**src/rtl/lsu.sv**
```systemverilog
// Load/store unit: one aligned byte/half/word access per request over a
// valid/ack memory port, with alignment, size and timeout faults.
module lsu #(
  parameter int XLEN    = 32,
  parameter int TIMEOUT = 255
) (
  input  logic            clk,
  input  logic            rst,
  input  logic            req_valid,
  output logic            req_ready,
  input  logic            is_store,
  input  logic [2:0]      funct3,
  input  logic [XLEN-1:0] addr,
  input  logic [XLEN-1:0] store_data,
  output logic            mem_req,
  output logic            mem_we,
  output logic [XLEN-1:0] mem_addr,
  output logic [3:0]      mem_wstrb,
  output logic [XLEN-1:0] mem_wdata,
  input  logic            mem_ack,
  input  logic [XLEN-1:0] mem_rdata,
  output logic            done_valid,
  output logic [XLEN-1:0] load_data,
  output logic            fault_valid,
  output logic [1:0]      fault_cause,
  output logic            dbg_state
);

  // Handshakes: a request is taken on a clock edge where req_valid && req_ready;
  // the memory request is held until the edge where mem_req && mem_ack.
  typedef enum logic {S_IDLE = 1'b0, S_ACCESS = 1'b1} state_t;

  localparam logic [1:0] C_MISALIGN = 2'b01;
  localparam logic [1:0] C_ILLEGAL  = 2'b10;
  localparam logic [1:0] C_TIMEOUT  = 2'b11;

  localparam bit TO_EN = (TIMEOUT > 0);
  localparam int CW    = (TIMEOUT > 1) ? $clog2(TIMEOUT) : 1;
  localparam logic [CW-1:0] TO_LAST = CW'(TO_EN ? TIMEOUT - 1 : 0);

  state_t         r_state;
  logic [CW-1:0]  r_cnt;
  logic [1:0]     r_off;
  logic [2:0]     r_funct3;
  logic           r_store;

  logic           w_legal;
  logic           w_misalign;
  logic [1:0]     w_cause;
  logic [3:0]     w_wstrb;
  logic [31:0]    w_wdata;
  logic [7:0]     w_byte;
  logic [15:0]    w_half;
  logic [31:0]    w_load;
  logic           w_timeout_hit;

  assign req_ready     = (r_state == S_IDLE);
  assign dbg_state     = r_state;
  assign w_timeout_hit = TO_EN && (r_cnt == TO_LAST);

  // Request checking: an illegal size outranks a misaligned address.
  always_comb begin
    w_legal    = 1'b0;
    w_misalign = 1'b0;
    w_cause    = 2'b00;
    if (is_store) begin
      w_legal = (funct3 == 3'b000) || (funct3 == 3'b001) || (funct3 == 3'b010);
    end else begin
      w_legal = (funct3 == 3'b000) || (funct3 == 3'b001) || (funct3 == 3'b010) ||
                (funct3 == 3'b100) || (funct3 == 3'b101);
    end
    case (funct3[1:0])
      2'b01:   w_misalign = addr[0];
      2'b10:   w_misalign = (addr[1:0] != 2'b00);
      default: w_misalign = 1'b0;
    endcase
    if (!w_legal) begin
      w_cause = C_ILLEGAL;
    end else if (w_misalign) begin
      w_cause = C_MISALIGN;
    end
  end

  always_comb begin
    w_wstrb = 4'b1111;
    w_wdata = store_data;
    case (funct3[1:0])
      2'b00: begin
        w_wstrb = 4'b0001 << addr[1:0];
        w_wdata = {4{store_data[7:0]}};
      end
      2'b01: begin
        w_wstrb = 4'b0011 << addr[1:0];
        w_wdata = {2{store_data[15:0]}};
      end
      default: begin
        w_wstrb = 4'b1111;
        w_wdata = store_data;
      end
    endcase
  end

  // Load formatting uses the offset and size latched at accept time.
  always_comb begin
    w_byte = 8'h00;
    case (r_off)
      2'd0: w_byte = mem_rdata[7:0];
      2'd1: w_byte = mem_rdata[15:8];
      2'd2: w_byte = mem_rdata[23:16];
      2'd3: w_byte = mem_rdata[31:24];
      default: w_byte = 8'h00;
    endcase
    w_half = r_off[1] ? mem_rdata[31:16] : mem_rdata[15:0];
    case (r_funct3)
      3'b000:  w_load = {{24{w_byte[7]}}, w_byte};
      3'b100:  w_load = {24'h000000, w_byte};
      3'b001:  w_load = {{16{w_half[15]}}, w_half};
      3'b101:  w_load = {16'h0000, w_half};
      default: w_load = mem_rdata;
    endcase
  end

  always_ff @(posedge clk) begin
    if (rst) begin
      r_state     <= S_IDLE;
      r_cnt       <= '0;
      r_off       <= 2'b00;
      r_funct3    <= 3'b000;
      r_store     <= 1'b0;
      mem_req     <= 1'b0;
      mem_we      <= 1'b0;
      mem_addr    <= '0;
      mem_wstrb   <= 4'b0000;
      mem_wdata   <= '0;
      done_valid  <= 1'b0;
      load_data   <= '0;
      fault_valid <= 1'b0;
      fault_cause <= 2'b00;
    end else begin
      done_valid  <= 1'b0;
      fault_valid <= 1'b0;
      case (r_state)
        S_IDLE: begin
          if (req_valid) begin
            if (w_cause != 2'b00) begin
              fault_valid <= 1'b1;
              fault_cause <= w_cause;
            end else begin
              r_state   <= S_ACCESS;
              r_cnt     <= '0;
              r_off     <= addr[1:0];
              r_funct3  <= funct3;
              r_store   <= is_store;
              mem_req   <= 1'b1;
              mem_we    <= is_store;
              mem_addr  <= {addr[31:2], 2'b00};
              mem_wstrb <= is_store ? w_wstrb : 4'b0000;
              mem_wdata <= is_store ? w_wdata : 32'h0;
            end
          end
        end
        S_ACCESS: begin
          // An ack on the last allowed cycle still completes the access.
          if (mem_ack) begin
            r_state    <= S_IDLE;
            r_cnt      <= '0;
            mem_req    <= 1'b0;
            mem_we     <= 1'b0;
            mem_wstrb  <= 4'b0000;
            done_valid <= 1'b1;
            load_data  <= r_store ? 32'h0 : w_load;
          end else if (w_timeout_hit) begin
            r_state     <= S_IDLE;
            r_cnt       <= '0;
            mem_req     <= 1'b0;
            mem_we      <= 1'b0;
            mem_wstrb   <= 4'b0000;
            fault_valid <= 1'b1;
            fault_cause <= C_TIMEOUT;
          end else begin
            r_cnt <= r_cnt + 1'b1;
          end
        end
        default: r_state <= S_IDLE;
      endcase
    end
  end

endmodule

```
**config.mk**
```make
export PLATFORM = sky130hd
export DESIGN_NAME = lsu
export DESIGN_NICKNAME = d
export VERILOG_FILES = /design/src/rtl/lsu.sv
export SDC_FILE = /design/constraint.sdc
export NUM_CORES = 1
export LEC_CHECK = 0
export BUFFER_PORTS_ARGS = -buffer_cell sky130_fd_sc_hd__buf_2
export CORE_MARGIN = 2
export CORE_UTILIZATION = 49
export DETAILED_ROUTE_END_ITERATION = 8
export MAX_ROUTING_LAYER = met4
export PLACE_DENSITY = 0.81
export SLEW_MARGIN = 25
export SYNTH_ARGS = -nofsm -noshare
export SYNTH_HDL_FRONTEND = slang
export SYNTH_SLANG_ARGS = --single-unit
```
**constraint.sdc**
```tcl
create_clock -name clk -period 2.86 [get_ports clk]
set_input_delay 0.572 -clock clk [delete_from_list [all_inputs] [get_ports clk]]
set_output_delay 0.572 -clock clk [all_outputs]
set_load 0.03 [all_outputs]
```
==> results.md <==
- Initial antenna violation count: 0
- WP data required: between 3 and 4 ns
- Routability cong.: between 0.9 and 1
- Detail Placement HPWL: between 10000 and 15000 µm
- Hold_sp: addr[14]
- Peak supply drop: ~0.44 mV
- Max Slew Vio Count: 0
- Non-filler cells, final: approximately 980
- Unrepaired setup endpoints after global routing: false
- Ys flop type: dfxtp_1
- Final setup viols: 0
- DP Worst Slack: 0.131 ns
- DR WL/cell: roughly 16 µm
- # DRC: 0
- CTS Buffer Depth: 2
- Area growth syn-to-layout: 30.8%
- End point of the critical path: mem_wdata[19]
- Rows: 37
- Setup slack after layout: 0.638 ns
- Synth area leaders: dfxtp_1, nand2_1, a21oi_1
- Initial Util: roughly half
- Final hold vios: 0
- Root Buffer: clkbuf_8
- PwrDens: 638 nW/µm²
- Mapped Cells: 639
- Total GRT Usage: a little over a quarter
- Placed cells: around 940
- Sum Neg Setup Slack: 0 ns
- FFs w/ async S/R, synth: 0%
- H-tree Lvls: 4
- EDFF count, synth: 0
- Post-synth cell types: 53
- Cts repair resizes: 0
- First-pass iteration count of the detailed router: 7
- CTS sink cnt: approximately 120
- Final Power: about 4.4 mW
- Worst hold-check path type: primary input to flip-flop
- Worst Setup SP: funct3[1]
- Final #Nets: 935
- TritonCTS clock tree: built
- Critical path arrival: about 2.7 ns
- CP Max Fanout: 26
- Min cycle time layout: about 2.2 ns
- I/O pin total: roughly 210
- Worst Skew: between 0.006 and 0.007 ns
- Kind of critical path: primary input to flip-flop
- Total number of vias: 5463
- Post-CTS setup buffer count: 0
- Num CTS Buffers: 17
- Die area: roughly 12000 µm²
- Achievable Freq: about 450 MHz
- Endpoint class of the critical path: flip-flop
- Synth warn: 0
- Maxcap violations: 0
- Hold-fix buffers, CTS: 0
- 1st-iter DRT viols: 375
- Largest net degree at the start of global routing: 67
- Area leader, netlist: dfxtp_1
- DR vias/cell: roughly 5.6
- Detailed Route WL: 15300 µm
- Vias in the first global route: 5124
- Die Y: approximately 110 µm
- Leakage power: approximately 3 nW
- Port Buffers: 209
- Worst-Margin Slew: 0.817 ns
- Most frequent cell after synthesis: nand2_1
- Fin crit share: 77.7%
- Die X: ~110 µm
- Area share of the largest cell type after synthesis: ~45%
- Rel. slew slack: about 45%
- R2r endpoint: load_data[10]
- Final antenna diode count: 0
- Avg Cell Area, Syn: around 8.2 µm²
- Mapped cell area: ~5300 µm²
- Result of the run: completed
- Worst reg2reg setup slack: 0.77 ns
- Worst R2R Start: r_off[1]
- Commonest cells post-synth: nand2_1, dfxtp_1, a21oi_1, nand3_1, clkbuf_1
- Clock latency on the worst-skew pair: about 0.52 ns
- Sequential area share after synthesis: approximately 45%
- ANT nets after route: 0
- Grt ovf: 0
- Synthesized flop and latch total: between 100 and 150
- Core area: approximately 10000 µm²
- R2R depth: 6
- Core Util, Final: about two thirds
- CP Launch Type: primary input
- Share of layout cells above drive strength 1: about 33%
- Clk slew on worst S/H paths: roughly 0.06 ns
- First-pass GRT wire length: between 20000 and 25000 µm
[power breakdown]
group	internal [mW]	total (mW)	leakage, nW	switching (mW)
logic	0.206	0.598	1.79	0.392
clock network	1.24	2.03	0.271	0.786
registers	1.72	1.76	0.965	0.0412
[registers in the layout (all words and copies together) (netlist names), 2 cells and up]
signal	flops
load_data	32
mem_wdata	32
mem_addr	30
r_cnt	8
mem_wstrb	4
r_funct3	3
fault_cause	2
r_off	2
[worst max-delay path, stage by stage]
cell and delay [ns]:
buf_2 0.23, inv_1 0.12, ha_1 0.33, o211a_4 0.31, a311oi_2 0.28, and2_2 0.22
buf_4 0.28, nand3_1 0.12, a21oi_1 0.18
[placed cells by master, fill, tap and decap left out, drive strengths merged, types with 3 or more instances in the layout]
master | synthesis | final
nand2b | 4 | 4
mux2 | 8 | 8
a32oi | 7 | 7
nor3 | 6 | 6
a22o | 8 | 8
a221o | 16 | 16
nor2b | 9 | 9
o21ai | 17 | 17
inv | 10 | 11
o22ai | 3 | 3
a21oi | 93 | 93
a222oi | 7 | 7
clkinv | 0 | 8
or3 | 6 | 6
nand2 | 151 | 151
nand3 | 43 | 43
nor2 | 29 | 29
dfxtp | 119 | 119
clkbuf | 32 | 18
a22oi | 10 | 10
clkinvlp | 0 | 3
buf | 21 | 220
o221ai | 7 | 7
ha | 5 | 5
a31oi | 3 | 3
[worst min-delay path by stage]
stage / cells after the start / end / slack, ns
global route: 3 / mem_addr[15] / 0.28
global placement: 2 / mem_wdata[7] / 0.44
floorplan: 2 / r_cnt[5] / 0.45
CTS: 3 / mem_addr[14] / 0.27
detailed placement: 2 / mem_wdata[20] / 0.44
finish: 3 / mem_addr[14] / 0.29
[layout make-up]
cell class                      count  area [µm²]
Inverter                           10        37.5
Timing Repair Buffer              220        1160
Tap cell                          136         170
Clock inverter                     14         154
Sequential cell                   119        2380
Multi-Input combinational cell    458        2560
Clock buffer                       18         418
Fill cell                         841        3490
[routing by layer]
layer / part of all wire, % / up-vias / track usage, %
met5: 0 / - / -
met4: 3.0 / 0 / 12.9
met3: 9.8 / 39 / 8.05
met2: 48 / 279 / 41.8
met1: 40 / 2513 / 31.9
li1: - / 2632 / -
[through the flow]
stage | instance area (µm²) | hold slack [ns]
final | 6880 | 0.289
after global routing | 6880 | 0.281
after CTS | 6880 | 0.272
after detailed placement | 6310 | 0.443
after global placement | 6310 | 0.437
after floorplan | 5270 | 0.454
[logic make-up after synthesis]
group | count (synthesis) | share of synthesized area, %
adders and majority gates | 5 | 1.19
buffers and inverters | 63 | 6.13
other | 1 | 0.0713
AOI/OAI and AO/OA | 183 | 23.6
xor gates and xnor gates | 1 | 0.166
and+or+nand+nor | 257 | 21.3
muxes | 10 | 2.33
DFF | 119 | 45.3
(Power assumes the default switching activity.)
